==> src/rtl/run_monitor.sv <==
// Run controller and trace monitor for a MIPS_R2000 core.
// It sequences the core reset and gates the core clock-enable. It counts
// RUN cycles and retired instructions. A run ends on halt (PC self-loop),
// on timeout or on abort. A ring buffer holds the last TRACE_DEPTH PC/IR pairs.
// Handshake: Start and Abort are single-cycle level requests sampled on the
// rising edge. Start is honoured in IDLE/DONE and Abort in RESET/RUN. Start
// wins over Abort when both are high in IDLE/DONE.
module run_monitor #(
  parameter int ADDR_W      = 32,
  parameter int DATA_W      = 32,
  parameter int CNT_W       = 32,
  parameter int MAX_CYCLES  = 2048,
  parameter int RST_CYCLES  = 2,
  parameter int STALL_LIMIT = 16,
  parameter int TRACE_DEPTH = 8,
  localparam int IDX_W      = $clog2(TRACE_DEPTH)
) (
  input  logic              CLK,
  input  logic              RST,
  input  logic              Start,
  input  logic              Abort,
  input  logic [ADDR_W-1:0] PC,
  input  logic [DATA_W-1:0] Instr,
  output logic              CoreRst,
  output logic              CoreEn,
  output logic              Running,
  output logic              Done,
  output logic [1:0]        DoneCause,
  output logic [CNT_W-1:0]  CycleCnt,
  output logic [CNT_W-1:0]  RetireCnt,
  input  logic [IDX_W-1:0]  TraceIdx,
  output logic [ADDR_W-1:0] TracePC,
  output logic [DATA_W-1:0] TraceIR,
  output logic              TraceValid
);

  localparam int TW = IDX_W + 1;
  localparam int SW = $clog2(STALL_LIMIT + 1);
  localparam int RW = (RST_CYCLES > 1) ? $clog2(RST_CYCLES) : 1;

  localparam logic [CNT_W-1:0] MAX_V   = CNT_W'(MAX_CYCLES);
  localparam logic [SW-1:0]    STALL_V = SW'(STALL_LIMIT);
  localparam logic [RW-1:0]    RLOAD_V = RW'(RST_CYCLES - 1);
  localparam logic [TW-1:0]    DEPTH_V = TW'(TRACE_DEPTH);

  localparam logic [1:0] CAUSE_NONE    = 2'b00;
  localparam logic [1:0] CAUSE_TIMEOUT = 2'b01;
  localparam logic [1:0] CAUSE_HALT    = 2'b10;
  localparam logic [1:0] CAUSE_ABORT   = 2'b11;

  typedef enum logic [1:0] {
    S_IDLE  = 2'd0,
    S_RESET = 2'd1,
    S_RUN   = 2'd2,
    S_DONE  = 2'd3
  } state_t;

  state_t              state_q, state_d;
  logic [RW-1:0]       rcnt_q, rcnt_d;
  logic [CNT_W-1:0]    cycle_q, cycle_d;
  logic [CNT_W-1:0]    retire_q, retire_d;
  logic [SW-1:0]       stall_q, stall_d;
  logic                first_q, first_d;
  logic [ADDR_W-1:0]   prev_q, prev_d;
  logic [IDX_W-1:0]    wptr_q, wptr_d;
  logic [TW-1:0]       tcount_q, tcount_d;
  logic [1:0]          cause_q, cause_d;
  logic                core_rst_q, core_rst_d;
  logic                core_en_q, core_en_d;
  logic                running_q, running_d;
  logic                done_q, done_d;
  logic                trace_we;
  logic                launch;
  logic [ADDR_W-1:0]   trace_pc_q [TRACE_DEPTH];
  logic [DATA_W-1:0]   trace_ir_q [TRACE_DEPTH];
  logic [IDX_W-1:0]    rd_ptr;

  // Next-state, counter and trace-write decode; outputs follow the next state
  always_comb begin
    state_d    = state_q;
    rcnt_d     = rcnt_q;
    cycle_d    = cycle_q;
    retire_d   = retire_q;
    stall_d    = stall_q;
    first_d    = first_q;
    prev_d     = prev_q;
    wptr_d     = wptr_q;
    tcount_d   = tcount_q;
    cause_d    = cause_q;
    trace_we   = 1'b0;
    launch     = 1'b0;

    case (state_q)
      S_IDLE, S_DONE: begin
        if (Start) launch = 1'b1;
      end
      S_RESET: begin
        if (Abort) begin
          state_d = S_DONE;
          cause_d = CAUSE_ABORT;
        end else if (rcnt_q == '0) begin
          state_d = S_RUN;
          first_d = 1'b1;
        end else begin
          rcnt_d = rcnt_q - RW'(1);
        end
      end
      S_RUN: begin
        cycle_d = cycle_q + CNT_W'(1);
        if (first_q) begin
          // First RUN cycle only seeds the trace and the PC reference
          first_d  = 1'b0;
          prev_d   = PC;
          trace_we = 1'b1;
        end else if (PC != prev_q) begin
          retire_d = retire_q + CNT_W'(1);
          stall_d  = '0;
          prev_d   = PC;
          trace_we = 1'b1;
        end else if (stall_q < STALL_V) begin
          stall_d = stall_q + SW'(1);
        end
        if (Abort) begin
          state_d = S_DONE;
          cause_d = CAUSE_ABORT;
        end else if (stall_d == STALL_V) begin
          state_d = S_DONE;
          cause_d = CAUSE_HALT;
        end else if (cycle_d == MAX_V) begin
          state_d = S_DONE;
          cause_d = CAUSE_TIMEOUT;
        end
      end
      default: state_d = S_IDLE;
    endcase

    if (launch) begin
      state_d  = S_RESET;
      rcnt_d   = RLOAD_V;
      cycle_d  = '0;
      retire_d = '0;
      stall_d  = '0;
      tcount_d = '0;
      wptr_d   = '0;
      cause_d  = CAUSE_NONE;
      first_d  = 1'b1;
    end

    if (trace_we) begin
      wptr_d = wptr_q + IDX_W'(1);
      if (tcount_q != DEPTH_V) tcount_d = tcount_q + TW'(1);
    end

    core_rst_d = (state_d == S_IDLE) || (state_d == S_RESET);
    core_en_d  = (state_d == S_RUN);
    running_d  = (state_d == S_RUN);
    done_d     = (state_d == S_DONE);
  end

  // State, counters and registered outputs
  always_ff @(posedge CLK or posedge RST) begin
    if (RST) begin
      state_q    <= S_IDLE;
      rcnt_q     <= '0;
      cycle_q    <= '0;
      retire_q   <= '0;
      stall_q    <= '0;
      first_q    <= 1'b0;
      prev_q     <= '0;
      wptr_q     <= '0;
      tcount_q   <= '0;
      cause_q    <= CAUSE_NONE;
      core_rst_q <= 1'b1;
      core_en_q  <= 1'b0;
      running_q  <= 1'b0;
      done_q     <= 1'b0;
    end else begin
      state_q    <= state_d;
      rcnt_q     <= rcnt_d;
      cycle_q    <= cycle_d;
      retire_q   <= retire_d;
      stall_q    <= stall_d;
      first_q    <= first_d;
      prev_q     <= prev_d;
      wptr_q     <= wptr_d;
      tcount_q   <= tcount_d;
      cause_q    <= cause_d;
      core_rst_q <= core_rst_d;
      core_en_q  <= core_en_d;
      running_q  <= running_d;
      done_q     <= done_d;
    end
  end

  // Trace ring storage, written at the current write pointer
  always_ff @(posedge CLK or posedge RST) begin
    if (RST) begin
      for (int i = 0; i < TRACE_DEPTH; i++) begin
        trace_pc_q[i] <= '0;
        trace_ir_q[i] <= '0;
      end
    end else if (trace_we) begin
      trace_pc_q[wptr_q] <= PC;
      trace_ir_q[wptr_q] <= Instr;
    end
  end

  // Newest-first read: index 0 is the entry just behind the write pointer
  always_comb begin
    rd_ptr     = wptr_q - IDX_W'(1) - TraceIdx;
    TracePC    = trace_pc_q[rd_ptr];
    TraceIR    = trace_ir_q[rd_ptr];
    TraceValid = ({1'b0, TraceIdx} < tcount_q);
  end

  assign CoreRst   = core_rst_q;
  assign CoreEn    = core_en_q;
  assign Running   = running_q;
  assign Done      = done_q;
  assign DoneCause = cause_q;
  assign CycleCnt  = cycle_q;
  assign RetireCnt = retire_q;

endmodule

==> config.mk <==
export PLATFORM = sky130hd
export DESIGN_NAME = run_monitor
export DESIGN_NICKNAME = d
export VERILOG_FILES = /design/src/rtl/run_monitor.sv
export SDC_FILE = /design/constraint.sdc
export NUM_CORES = 1
export LEC_CHECK = 0
export CORE_MARGIN = 5
export CORE_UTILIZATION = 30
export DETAILED_ROUTE_END_ITERATION = 8
export DONT_BUFFER_PORTS = 1
export PLACE_DENSITY_LB_ADDON = 0.25
export SLEW_MARGIN = 20
export SYNTH_ARGS = -nofsm -noshare
export SYNTH_HDL_FRONTEND = slang
export SYNTH_SLANG_ARGS = --single-unit
export TNS_END_PERCENT = 5
==> constraint.sdc <==
create_clock -name CLK -period 29 [get_ports CLK]
set_input_delay 4.35 -clock CLK [delete_from_list [all_inputs] [get_ports CLK]]
set_output_delay 4.35 -clock CLK [all_outputs]
set_load 0.02 [all_outputs]
; ---- Word level (Yosys, flattened, before mapping)
; Index checks and enable logic that the tools add are counted.
[op_classes]
muxes = 55
eq_ne = 16
reduce_logical = 16
bitwise = 2
n_lt_le_gt_ge = 5
add_sub_neg = 8
[ops]
columns = op, n
row1 = bitwise mux 256 bit, 2
row2 = 2-to-1 mux 32 bit, 13
row3 = binary-select mux 32 bit (select 3 bit), 2
row4 = demux 32 bit (select 3 bit), 1
row5 = "adder 32 x 1 -> 32 bit, second input constant", 2
row6 = "equality test 32 x 12 -> 1 bit, second input constant", 1
row7 = inequality test 32 bit, 1
row8 = 2-to-1 mux 5 bit, 6
row9 = 2-to-1 mux 2 bit, 11
row10 = 2-to-1 mux 1 bit, 12
row11 = 2-to-1 mux 4 bit, 3
row12 = nonzero test 2 bit, 5
row13 = "inequality test 3 bit, second input constant", 3
row14 = AND reduction 3 bit, 3
row15 = "equality test 2 bit, second input constant", 4
row16 = ">= comparator 4 bit, second input constant", 2
row17 = inverter 3 -> 4 bit, 2
row18 = case mux 2 bit (2 select lines), 2
row19 = 2-to-1 mux 3 bit, 2
row20 = "adder 5 x 1 -> 5 bit, second input constant", 1
row21 = "equality test 5 bit, second input constant", 1
row22 = "< comparator 5 bit, second input constant", 1
row23 = "inequality test 5 bit, second input constant", 1
row24 = "adder 4 x 1 -> 4 bit, second input constant", 1
row25 = 16 further kinds, 20
[word_totals]
out_inout_bits = 135
register_bits = 629
word_cells = 131
input_bits = 71

; ---- Longest topological paths before layout
; Gate-level depths: netlist of run 1.
[depth]
ltp_word = 12
depth_mapped = 11
depth_no_buf = 8

; ---- Least setup slack after synthesis of run 1
; OpenSTA, ideal clock, no wires.
[synth_path]
kind = input -> output
start = input TraceIdx[0]
end = output TraceIR[10]
t_required_ps = 24650
stages = 11
slack_ps = 17842
arrival_time_ps = 6808
path_cell_list = inv_1 -> ha_1 -> inv_1 -> fa_1 -> xor2_1 -> xnor2_1 -> buf_2 -> buf_1 -> buf_1 -> mux4_2 -> mux2_2
[synth_between]
elab_chain_len = 5
[synth_lines]
columns = item, line_no
row1 = start: declaration, 31  ; input logic [IDX_W-1:0] TraceIdx,
row2 = subtractor 3 bit, 210  ; rd_ptr = wptr_q - IDX_W'(1) - TraceIdx;
row3 = inverter 3 -> 4 bit (implied by the code), 212  ; TraceIR = trace_ir_q[rd_ptr];
row4 = binary-select mux 32 bit (select 3 bit), 212
row5 = 2-to-1 mux 32 bit (implied by the code) (2 in series), 212
row6 = end: declaration, 33  ; output logic [DATA_W-1:0] TraceIR,
; Every way passes these cells. The select of a mux whose other input is x is not followed.

; ---- Final worst setup path of run 1
[layout_path]
start = input TraceIdx[0]
end = output TracePC[27]
[layout_between]
elab_chain_len = 5
[layout_lines]
columns = item, line_no
row1 = subtractor 3 bit, 210
row2 = inverter 3 -> 4 bit (implied by the code), 211  ; TracePC = trace_pc_q[rd_ptr];
row3 = binary-select mux 32 bit (select 3 bit), 211
row4 = 2-to-1 mux 32 bit (implied by the code) (2 in series), 211
row5 = end: declaration, 32  ; output logic [ADDR_W-1:0] TracePC,
; Every way passes these cells. The select of a mux whose other input is x is not followed.

==> results of run 1 <==
synth_stat cells, drive strengths merged, types with 5 or more instances:
library cell	instances
nor3	26
clkbuf	44
and2	8
nor4	21
o31ai	5
dfrtp	628
nand3	33
o21ai	27
nor2	78
nand2	54
mux2i	6
or3	13
inv	26
mux2	609
a2111oi	6
and3	12
a21oi	27
or2	6
buf	115
ha	12
mux4	128
xor2	61
nand4	28
xnor2	34
worst register-to-register path: cells and delay by family, from the launching register on:
family | cells | cell delay [ps]
compound gates | 1 | 270
fa+ha+maj | 1 | 730
buf+inv | 3 | 1370
flops | 1 | 440
mux | 1 | 450
simple gates | 1 | 930
layout by cell type (no fill, tap or decap), types with 5 or more instances in the layout:
cell	netlist	layout
dfrtp_1	628	628
mux2_2	429	429
mux2_1	180	180
mux4_2	128	128
clkbuf_16	0	78
nor2_1	78	77
xor2_1	61	61
nand2_1	53	53
xnor2_1	34	33
nand3_1	32	32
nand4_1	26	26
a21oi_1	26	26
o21ai_0	26	26
inv_1	26	25
buf_4	9	25
nor3_1	23	23
clkbuf_1	38	21
nor4_1	19	19
clkbuf_8	4	14
or3_1	12	12
ha_1	12	11
clkinv_2	0	11
and3_1	8	8
or2_2	6	6
and2_1	7	6
mux2i_1	6	6
o31ai_1	5	5
per-layer routing:
layer  wire, um  vias up
met3       3820       95
met4       1890        0
met5          0        -
met2      37400      311
met1      33600     9192
li1           -     7470
cell type report:
class,instances,area [um^2]
clock inverters,25,302
clock buffers,113,2220
flip-flops and latches,629,15700
well taps,1287,1610
inverters,26,105
fillers,9544,65000
repair buffers,29,283
multi-input cells,1249,13100
worst max path at each step:
| stage | endpoint | start | depth (start not counted) | slack, ps |
|---|---|---|---|---|
| final | TracePC[27] | TraceIdx[0] | 10 | 16820 |
| after floorplan | CycleCnt[0]$_DFFE_PP0P_ | RST | 1 | 7030 |
| after CTS | TracePC[24] | TraceIdx[0] | 10 | 16690 |
| after global placement | TracePC[24] | TraceIdx[0] | 10 | 16660 |
| after global routing | TracePC[27] | TraceIdx[0] | 10 | 16530 |
| after detailed placement | TracePC[24] | TraceIdx[0] | 10 | 16700 |
sequential cells by signal, summed over array words and instances, names as in the netlist, 2 cells and up:
register	count
CycleCnt	32
DoneCause	2
RetireCnt	32
prev_q	32
stall_q	5
state_q	2
tcount_q	4
trace_ir_q	256
trace_pc_q	256
wptr_q	3
metrics by stage:
stage                     hold WS, ps  utilization (%)  setup WS [ps]
final                             480             33.9          16820
after global routing              494             33.9          16530
after CTS                         485             33.9          16690
after detailed placement          470             31.3          16700
after global placement            462             31.3          16660
after floorplan                   452                -           7030
where the power goes:
group / total (mW) / leakage, nW / internal (mW) / switching (mW)
Combinational: 1.20 / 5.16 / 0.613 / 0.583
Clock: 0.954 / 1.24 / 0.571 / 0.383
Sequential: 1.39 / 8.13 / 1.21 / 0.184
Total: 3.55 / 14.5 / 2.39 / 1.15
cells by family after synthesis:
kind of cell / Yosys count / synth area share (%)
multiplexers: 743 / 33.0
flip-flops: 629 / 53.0
AND/OR/NAND/NOR: 303 / 5.47
buffers and inverters: 185 / 3.04
AO/OA/AOI/OAI: 95 / 2.17
XOR/XNOR: 95 / 2.80
adder cells (fa/ha/maj): 13 / 0.573
==> flow_metrics.py, run 1 <==
metrics = {
    "run_status": {
        "status": "completed",
    },
    "placement": {
        "hpwlAfterDp_um": 46300,
        "port_buffers": 0,
        "gp_congestion": 0.775,
        "dp_cells": 3218,
        "place_area_mm2": 0.0308,
    },
    "die": {
        "ios": 206,
        "die_y_um": 325,
        "core_area_mm2": 0.0984,
        "die_area_mm2": 0.105,
        "start_util_pct": 30.2,
        "die_w_um": 325,
        "rows": 115,
    },
    "flow_run": {
        "drv_cap": 0,
    },
    "cts": {
        "h-tree-depth": 3,
        "post_cts_resized": 0,
        "cts_tree": "yes",
        "clk_path_buf_depth": 3,
        "post_cts_buffers": 0,
        "cts_made_buffers": 77,
        "root_buffer": "clkbuf_16",
        "clock_latency_ps": 630,
        "ctsHoldBuffers": 0,
        "cts.clk_slew.worst_paths_ps": 50,
        "cts_sinks": 629,
    },
    "worst_hold_path": {
        "hold_depth": 1,
        "hp-start": "trace_pc_q[127]$_DFFE_PP0P_",
        "min_to": "trace_pc_q[127]$_DFFE_PP0P_",
        "worstHoldPathType": "reg2reg",
    },
    "detailed_routing": {
        "drtIter0Drc": 714,
        "viasPerCell": 5.08,
        "avgRoutedWirePerCell_um": 22.8,
        "num_vias": 17100,
        "dr.pass1.iters": 4,
        "routed_wl_um": 76700,
        "drtAntennaViolNets": 0,
        "drc": 0,
    },
    "synthesis": {
        "synth_warnings": 0,
        "yosysSeqAreaShare_pct": 53.0,
        "synth_top_area_cell": "dfrtp_1",
        "yosysTopAreaCellShare_pct": 52.9,
        "synth-edff-count": 0,
        "async_flop_share_pct": 100,
        "ys_ff_latch": 629,
        "netlist_area_mm2": 0.0297,
        "syn-num-nets": 2147,
        "synth_area_per_cell_um2": 14.4,
        "ys_types": 79,
        "synth_area_leaders": "dfrtp_1 (53%), mux2_2 (16%), mux4_2 (9.7%), mux2_1 (6.8%), xor2_1 (1.8%)",
        "synthCells": 2063,
        "ys.flop_type": "dfrtp_1",
    },
    "setup_path": {
        "cp.required_ps": 24650,
        "worstSetupPathType": "in2out",
        "worstPathCellList": "inv_1 > ha_4 > inv_1 > fa_4 > xor2_1 > xnor2_2 > buf_4 > buf_4 > mux4_2 > mux2_2",
        "reg2reg_from": "state_q[0]$_DFF_PP0_",
        "reg2reg_to": "trace_ir_q[124]$_DFFE_PP0P_",
        "cp.arrival_ps": 7830,
        "cpMaxStageDelayCell": "buf_4",
        "crit_fanout": 47,
        "cp.buffers_inverters": 4,
        "reg2reg_depth": 7,
        "r2r_slack_ps": 24700,
        "cpLargestDelayFamily": "buffers and inverters",
        "slowest_delay_ps": 840,
        "end_kind": "primary output",
        "start_kind": "primary input",
    },
    "timing": {
        "setup_viol": 0,
        "maxSlewViolCount": 0,
        "fin_crit_sh_pct": 42.0,
        "rsz0062_at_grt": "false",
        "tns_ps": 0,
        "hold_viol": 0,
        "fin_skew_ps": 21.6,
        "finalCriticalPeriod_ps": 12180,
        "slew_headroom_pct": 33.6,
        "worstMarginPinSlew_ps": 995,
        "max_freq_mhz": 82.1,
    },
    "global_route": {
        "grt-ovfl-total": 0,
        "antenna_found_initial": 1,
        "grt_pass1_vias": 18800,
        "top_usage_layer": "met2",
        "grt_max_degree": 185,
        "grt_use_total_pct": 14.4,
        "grt.met2_usage_pct": 24.1,
        "use_met1_pct": 18.5,
        "grt_pass1_wl_um": 119000,
        "grt_use_met3_pct": 3.54,
    },
    "finish": {
        "final_area_mm2": 0.0334,
        "finalNetCount": 2096,
        "fin_cells": 3358,
        "area_growth_pct": 12.4,
        "antenna_cells": 0,
        "drive_gt1_share_pct": 36.4,
    },
    "power": {
        "p_total_mw": 3.55,
        "ir_drop_mv": 0.0458,
        "power.leakage_nw": 14.5,
        "powerDensity_mw_per_mm2": 106,
    },
}
Note: power is estimated with default switching activity, not from simulation.
==> run 2, diff against run 1 <==
==> constraint.sdc (replaced) <==
create_clock -name CLK -period 11.5 [get_ports CLK]
set_input_delay 1.725 -clock CLK [delete_from_list [all_inputs] [get_ports CLK]]
set_output_delay 1.725 -clock CLK [all_outputs]
set_load 0.02 [all_outputs]
==> flow_metrics.py, run 2 (synthesis gave the netlist of run 1 again) <==
metrics = {
    "setup_path": {
        "cp.arrival_ps": 5450,
        "cp.required_ps": 9780,
        "start_kind": "primary input",
        "cpMaxStageDelayCell": "buf_4",
        "cpLargestDelayFamily": "buffers and inverters",
        "worstPathCellList": "inv_1 > ha_4 > inv_1 > fa_4 > xor2_1 > xnor2_4 > buf_4 > buf_4 > mux4_2 > mux2_2",
        "crit_fanout": 46,
        "cp.buffers_inverters": 4,
        "end_kind": "primary output",
        "worstSetupPathType": "in2out",
        "slowest_delay_ps": 790,
    },
    "timing": {
        "whs_ps": 479,
        "maxSlewViolCount": 0,
        "fin_skew_ps": 29.6,
        "hold_viol": 0,
        "fin_crit_sh_pct": 62.4,
        "finalCriticalPeriod_ps": 7170,
        "worst_slack_ps": 4330,
        "rsz0062_at_grt": "false",
        "tns_ps": 0,
        "worstMarginPinSlew_ps": 1070,
        "setup_viol": 0,
        "max_freq_mhz": 139,
        "slew_headroom_pct": 28.7,
    },
    "die": {
        "start_util_pct": 30.2,
        "die_y_um": 325,
        "die_w_um": 325,
        "die_area_mm2": 0.105,
        "core_area_mm2": 0.0984,
        "ios": 206,
        "rows": 115,
    },
    "cts": {
        "cts_made_buffers": 76,
        "clock_latency_ps": 640,
        "root_buffer": "clkbuf_16",
        "h-tree-depth": 3,
        "clk_path_buf_depth": 3,
        "cts_tree": "yes",
        "ctsHoldBuffers": 0,
        "cts.clk_slew.worst_paths_ps": 50,
        "post_cts_resized": 0,
        "post_cts_buffers": 0,
        "cts_sinks": 629,
    },
    "finish": {
        "finish.utilization_pct": 34.1,
        "mostFrequentLayoutCell": "dfrtp_1",
        "fill_cells": 9483,
        "top_regs": "trace_ir_q x256, trace_pc_q x256",
        "finalNetCount": 2095,
        "drive_gt1_share_pct": 36.5,
        "area_growth_pct": 12.8,
        "layout_common_cells": "dfrtp_1 (628), mux2_2 (429), mux2_1 (180)",
    },
    "detailed_routing": {
        "dr.pass1.iters": 5,
        "drtIter0Drc": 747,
        "avgRoutedWirePerCell_um": 22.8,
        "routed_wl_um": 76400,
        "drc": 0,
        "viasPerCell": 5.03,
        "num_vias": 16900,
        "drtAntennaViolNets": 0,
    },
    "power": {
        "power.leakage_nw": 14.6,
        "powerDensity_mw_per_mm2": 269,
        "p_total_mw": 9.03,
        "ir_drop_mv": 0.132,
    },
    "placement": {
        "port_buffers": 0,
        "gp_congestion": 0.759,
        "hpwlAfterDp_um": 45600,
        "pre_cts_slack_ps": 4210,
    },
    "worst_hold_path": {
        "worstHoldPathType": "reg2reg",
    },
    "global_route": {
        "grt_pass1_vias": 18300,
        "antenna_found_initial": 2,
        "grt_use_total_pct": 14.4,
        "grt_pass1_wl_um": 118000,
        "grt_max_degree": 174,
        "grt-ovfl-total": 0,
    },
    "flow_run": {
        "drv_cap": 0,
    },
    "run_status": {
        "status": "completed",
    },
}
==> run 2: changes by cell type in the layout (fill, tap and decap cells not counted), moves of 2 or more <==
cell       previous run  this run
clkinv_4              2         0
inv_16                3         1
clkinv_8              1         3
clkbuf_1             21        15
bufinv_16             4         9
==> run 2: cell type report <==
cell class              count  area [um^2]  area share (%)
flip-flops and latches    629        15700            47.0
multi-input cells        1249        13200            39.2
clock buffers             107         2190            6.53
well taps                1287         1610            4.80
clock inverters            28          447            1.33
repair buffers             29          279           0.832
inverters                  26          101           0.302
diodes                      1         2.50         0.00746
==> run 2: where the power goes <==
part           internal [mW]  total (mW)  switching [mW]  leakage, nW
Combinational           1.55        3.02            1.46         5.16
Clock                   1.54        2.51           0.976         1.30
Sequential              3.05        3.51           0.454         8.13
Total                   6.14        9.03            2.89         14.6
==> run 2: stage by stage <==
stage                     cells  cell area, um^2
after floorplan            2063            29700
after global placement     3219            30800
after detailed placement   3219            30900
after CTS                  3354            33500
after global routing       3355            33500
final                      3356            33500
==> run 2: final timing paths <==
kind	start	end	slack, ps	cells past startpoint
max	TraceIdx[0]	TracePC[26]	4330	10
min	trace_ir_q[44]$_DFFE_PP0P_	trace_ir_q[44]$_DFFE_PP0P_	480	1
max reg2reg	state_q[0]$_DFF_PP0_	trace_ir_q[175]$_DFFE_PP0P_	7200	8
min reg2reg	trace_ir_q[44]$_DFFE_PP0P_	trace_ir_q[44]$_DFFE_PP0P_	480	1
max in group asynchronous	RST	CycleCnt[1]$_DFFE_PP0P_	8080	3
min in group asynchronous	RST	trace_pc_q[219]$_DFFE_PP0P_	1170	1
==> run 2: worst register-to-register path: stages (launching register included) <==
cell and delay [ps]:
dfrtp_1 430, inv_1 100, ha_1 800, o31a_2 280
buf_4 520, nor4b_2 330, buf_4 530, buf_4 760
mux2_2 450
==> run 2: routing by layer <==
layer | up-vias | share of wire (%) | global-route usage, %
met5 | - | 0 | 0
met4 | 0 | 2.3 | 4.29
met3 | 91 | 5.3 | 3.68
met2 | 317 | 47 | 23.3
met1 | 9026 | 45 | 19.1
li1 | 7456 | - | -
==> run 3, diff against run 2 <==
==> constraint.sdc (replaced) <==
create_clock -name CLK -period 6.3 [get_ports CLK]
set_input_delay 0.945 -clock CLK [delete_from_list [all_inputs] [get_ports CLK]]
set_output_delay 0.945 -clock CLK [all_outputs]
set_load 0.02 [all_outputs]
==> flow_metrics.py, run 3 (synthesis gave the netlist of run 1 again) <==
metrics = {
    "die": {
        "die_w_um": 325,
        "ios": 206,
        "rows": 115,
        "start_util_pct": 30.2,
        "die_y_um": 325,
        "core_area_mm2": 0.0984,
        "die_area_mm2": 0.105,
    },
    "finish": {
        "mostFrequentLayoutCell": "dfrtp_1",
        "layout_common_cells": "dfrtp_1 (628), mux2_2 (429), mux2_1 (180)",
        "fin_cells": 3364,
        "top_regs": "trace_ir_q x256, trace_pc_q x256",
        "finish.utilization_pct": 34.1,
        "finalNetCount": 2101,
        "antenna_cells": 0,
        "drive_gt1_share_pct": 36.9,
        "area_growth_pct": 12.9,
    },
    "timing": {
        "maxSlewViolCount": 0,
        "fin_crit_sh_pct": 78.5,
        "whs_ps": 260,
        "finalCriticalPeriod_ps": 4940,
        "hold_viol": 0,
        "worstMarginPinSlew_ps": 990,
        "rsz0062_at_grt": "false",
        "fin_skew_ps": 34.6,
        "tns_ps": 0,
        "slew_headroom_pct": 34.0,
        "setup_viol": 0,
        "max_freq_mhz": 202,
    },
    "run_status": {
        "status": "completed",
    },
    "cts": {
        "h-tree-depth": 3,
        "post_cts_resized": 0,
        "cts.clk_slew.worst_paths_ps": 60,
        "cts_tree": "yes",
        "clock_latency_ps": 640,
        "post_cts_buffers": 0,
        "clk_path_buf_depth": 3,
        "root_buffer": "clkbuf_16",
        "cts_made_buffers": 76,
        "ctsHoldBuffers": 0,
        "cts_sinks": 629,
    },
    "power": {
        "p_clk_share_pct": 27.2,
        "combPwrFrac_pct": 34.1,
        "p_total_mw": 16.5,
        "ir_drop_mv": 0.213,
        "seqPwrFrac_pct": 38.8,
        "power.leakage_nw": 14.6,
        "internal_power_mw": 11.1,
        "powerDensity_mw_per_mm2": 492,
        "netSwitchingPower_mw": 5.36,
        "swShare_pct": 32.5,
    },
    "setup_path": {
        "crit_start": "wptr_q[1]$_DFFE_PP0P_",
        "start_kind": "register",
        "worstSetupPathType": "reg2out",
        "cp.required_ps": 5350,
        "cp.arrival_ps": 4000,
        "reg2reg_from": "state_q[0]$_DFF_PP0_",
        "end_kind": "primary output",
        "crit_fanout": 60,
    },
    "global_route": {
        "grt_use_total_pct": 14.7,
        "top_usage_layer": "met2",
        "grt_pass1_vias": 18600,
        "grt_max_degree": 166,
        "use_met1_pct": 19.0,
        "grt_pass1_wl_um": 120000,
        "grt_use_met3_pct": 3.24,
        "grt-ovfl-total": 0,
        "antenna_found_initial": 3,
        "grt.met2_usage_pct": 24.9,
    },
    "placement": {
        "dp_cells": 3226,
        "hpwlAfterDp_um": 46900,
        "gp_congestion": 0.771,
        "port_buffers": 0,
    },
    "detailed_routing": {
        "avgRoutedWirePerCell_um": 23.2,
        "viasPerCell": 5.06,
        "drc": 0,
        "dr.pass1.iters": 5,
        "drtIter0Drc": 658,
        "drtAntennaViolNets": 0,
        "num_vias": 17000,
        "routed_wl_um": 78100,
    },
    "flow_run": {
        "drv_cap": 0,
    },
    "worst_hold_path": {
        "worstHoldPathType": "in2async",
    },
}
-- run 3: changes by cell type in the layout (fill, tap and decap cells not counted), moves of 3 or more --
cell / delta
clkinv_2: +3
buf_4: +4
clkbuf_8: +3
buf_12: +4
bufinv_16: -4
-- run 3: layout make-up --
cell class                      instances  area [um^2]
Multi-Input combinational cell       1249        13100
Tap cell                             1287         1610
Fill cell                            9471        64900
Inverter                               26          101
Sequential cell                       629        15700
Clock inverter                         28          345
Clock buffer                          110         2250
Timing Repair Buffer                   35          350
-- run 3: worst paths after layout --
kind / slack, ps / cells past startpoint / to
worst max-delay path: 1360 / 7 / TracePC[28]
worst min-delay path: 260 / 1 / trace_pc_q[59]$_DFFE_PP0P_
worst max register to register: 1990 / 7 / trace_ir_q[125]$_DFFE_PP0P_
worst min register to register: 480 / 1 / trace_pc_q[77]$_DFFE_PP0P_
max in group asynchronous: 4370 / 3 / state_q[1]$_DFF_PP0_
min in group CLK: 440 / 1 / trace_pc_q[241]$_DFFE_PP0P_
-- run 3: critical path, cell delays in order, from the launching register on --
cell and delay (ps):
dfrtp_1 570, inv_1 280, fa_4 530, xor2_1 180, xnor2_2 300, buf_12 480, mux4_2 610, mux2_2 340
-- run 3: power groups by stage --
stage	combinational (mW)	clock [mW]	sequential (mW)
4_1_cts	5.79	4.66	6.39
6_report	5.62	4.48	6.40
5_1_grt	6.08	4.82	6.57
3_3_place_gp	5.65	0	6.35
3_5_place_dp	5.77	0	6.47
2_1_floorplan	4.59	0	6.18
-- run 3: layer usage --
metal  part of all wire [%]  up-vias
met5                      0        -
met4                    2.2        0
met3                    4.7       93
met2                     49      317
met1                     44     9125
li1                       -     7471
-- run 3: stage by stage --
stage	cell area, um^2	worst slack [ps]
2_1_floorplan	29700	-3230
5_1_grt	33500	1130
3_3_place_gp	30900	1700
4_1_cts	33500	1220
6_report	33500	1360
3_5_place_dp	31000	1590
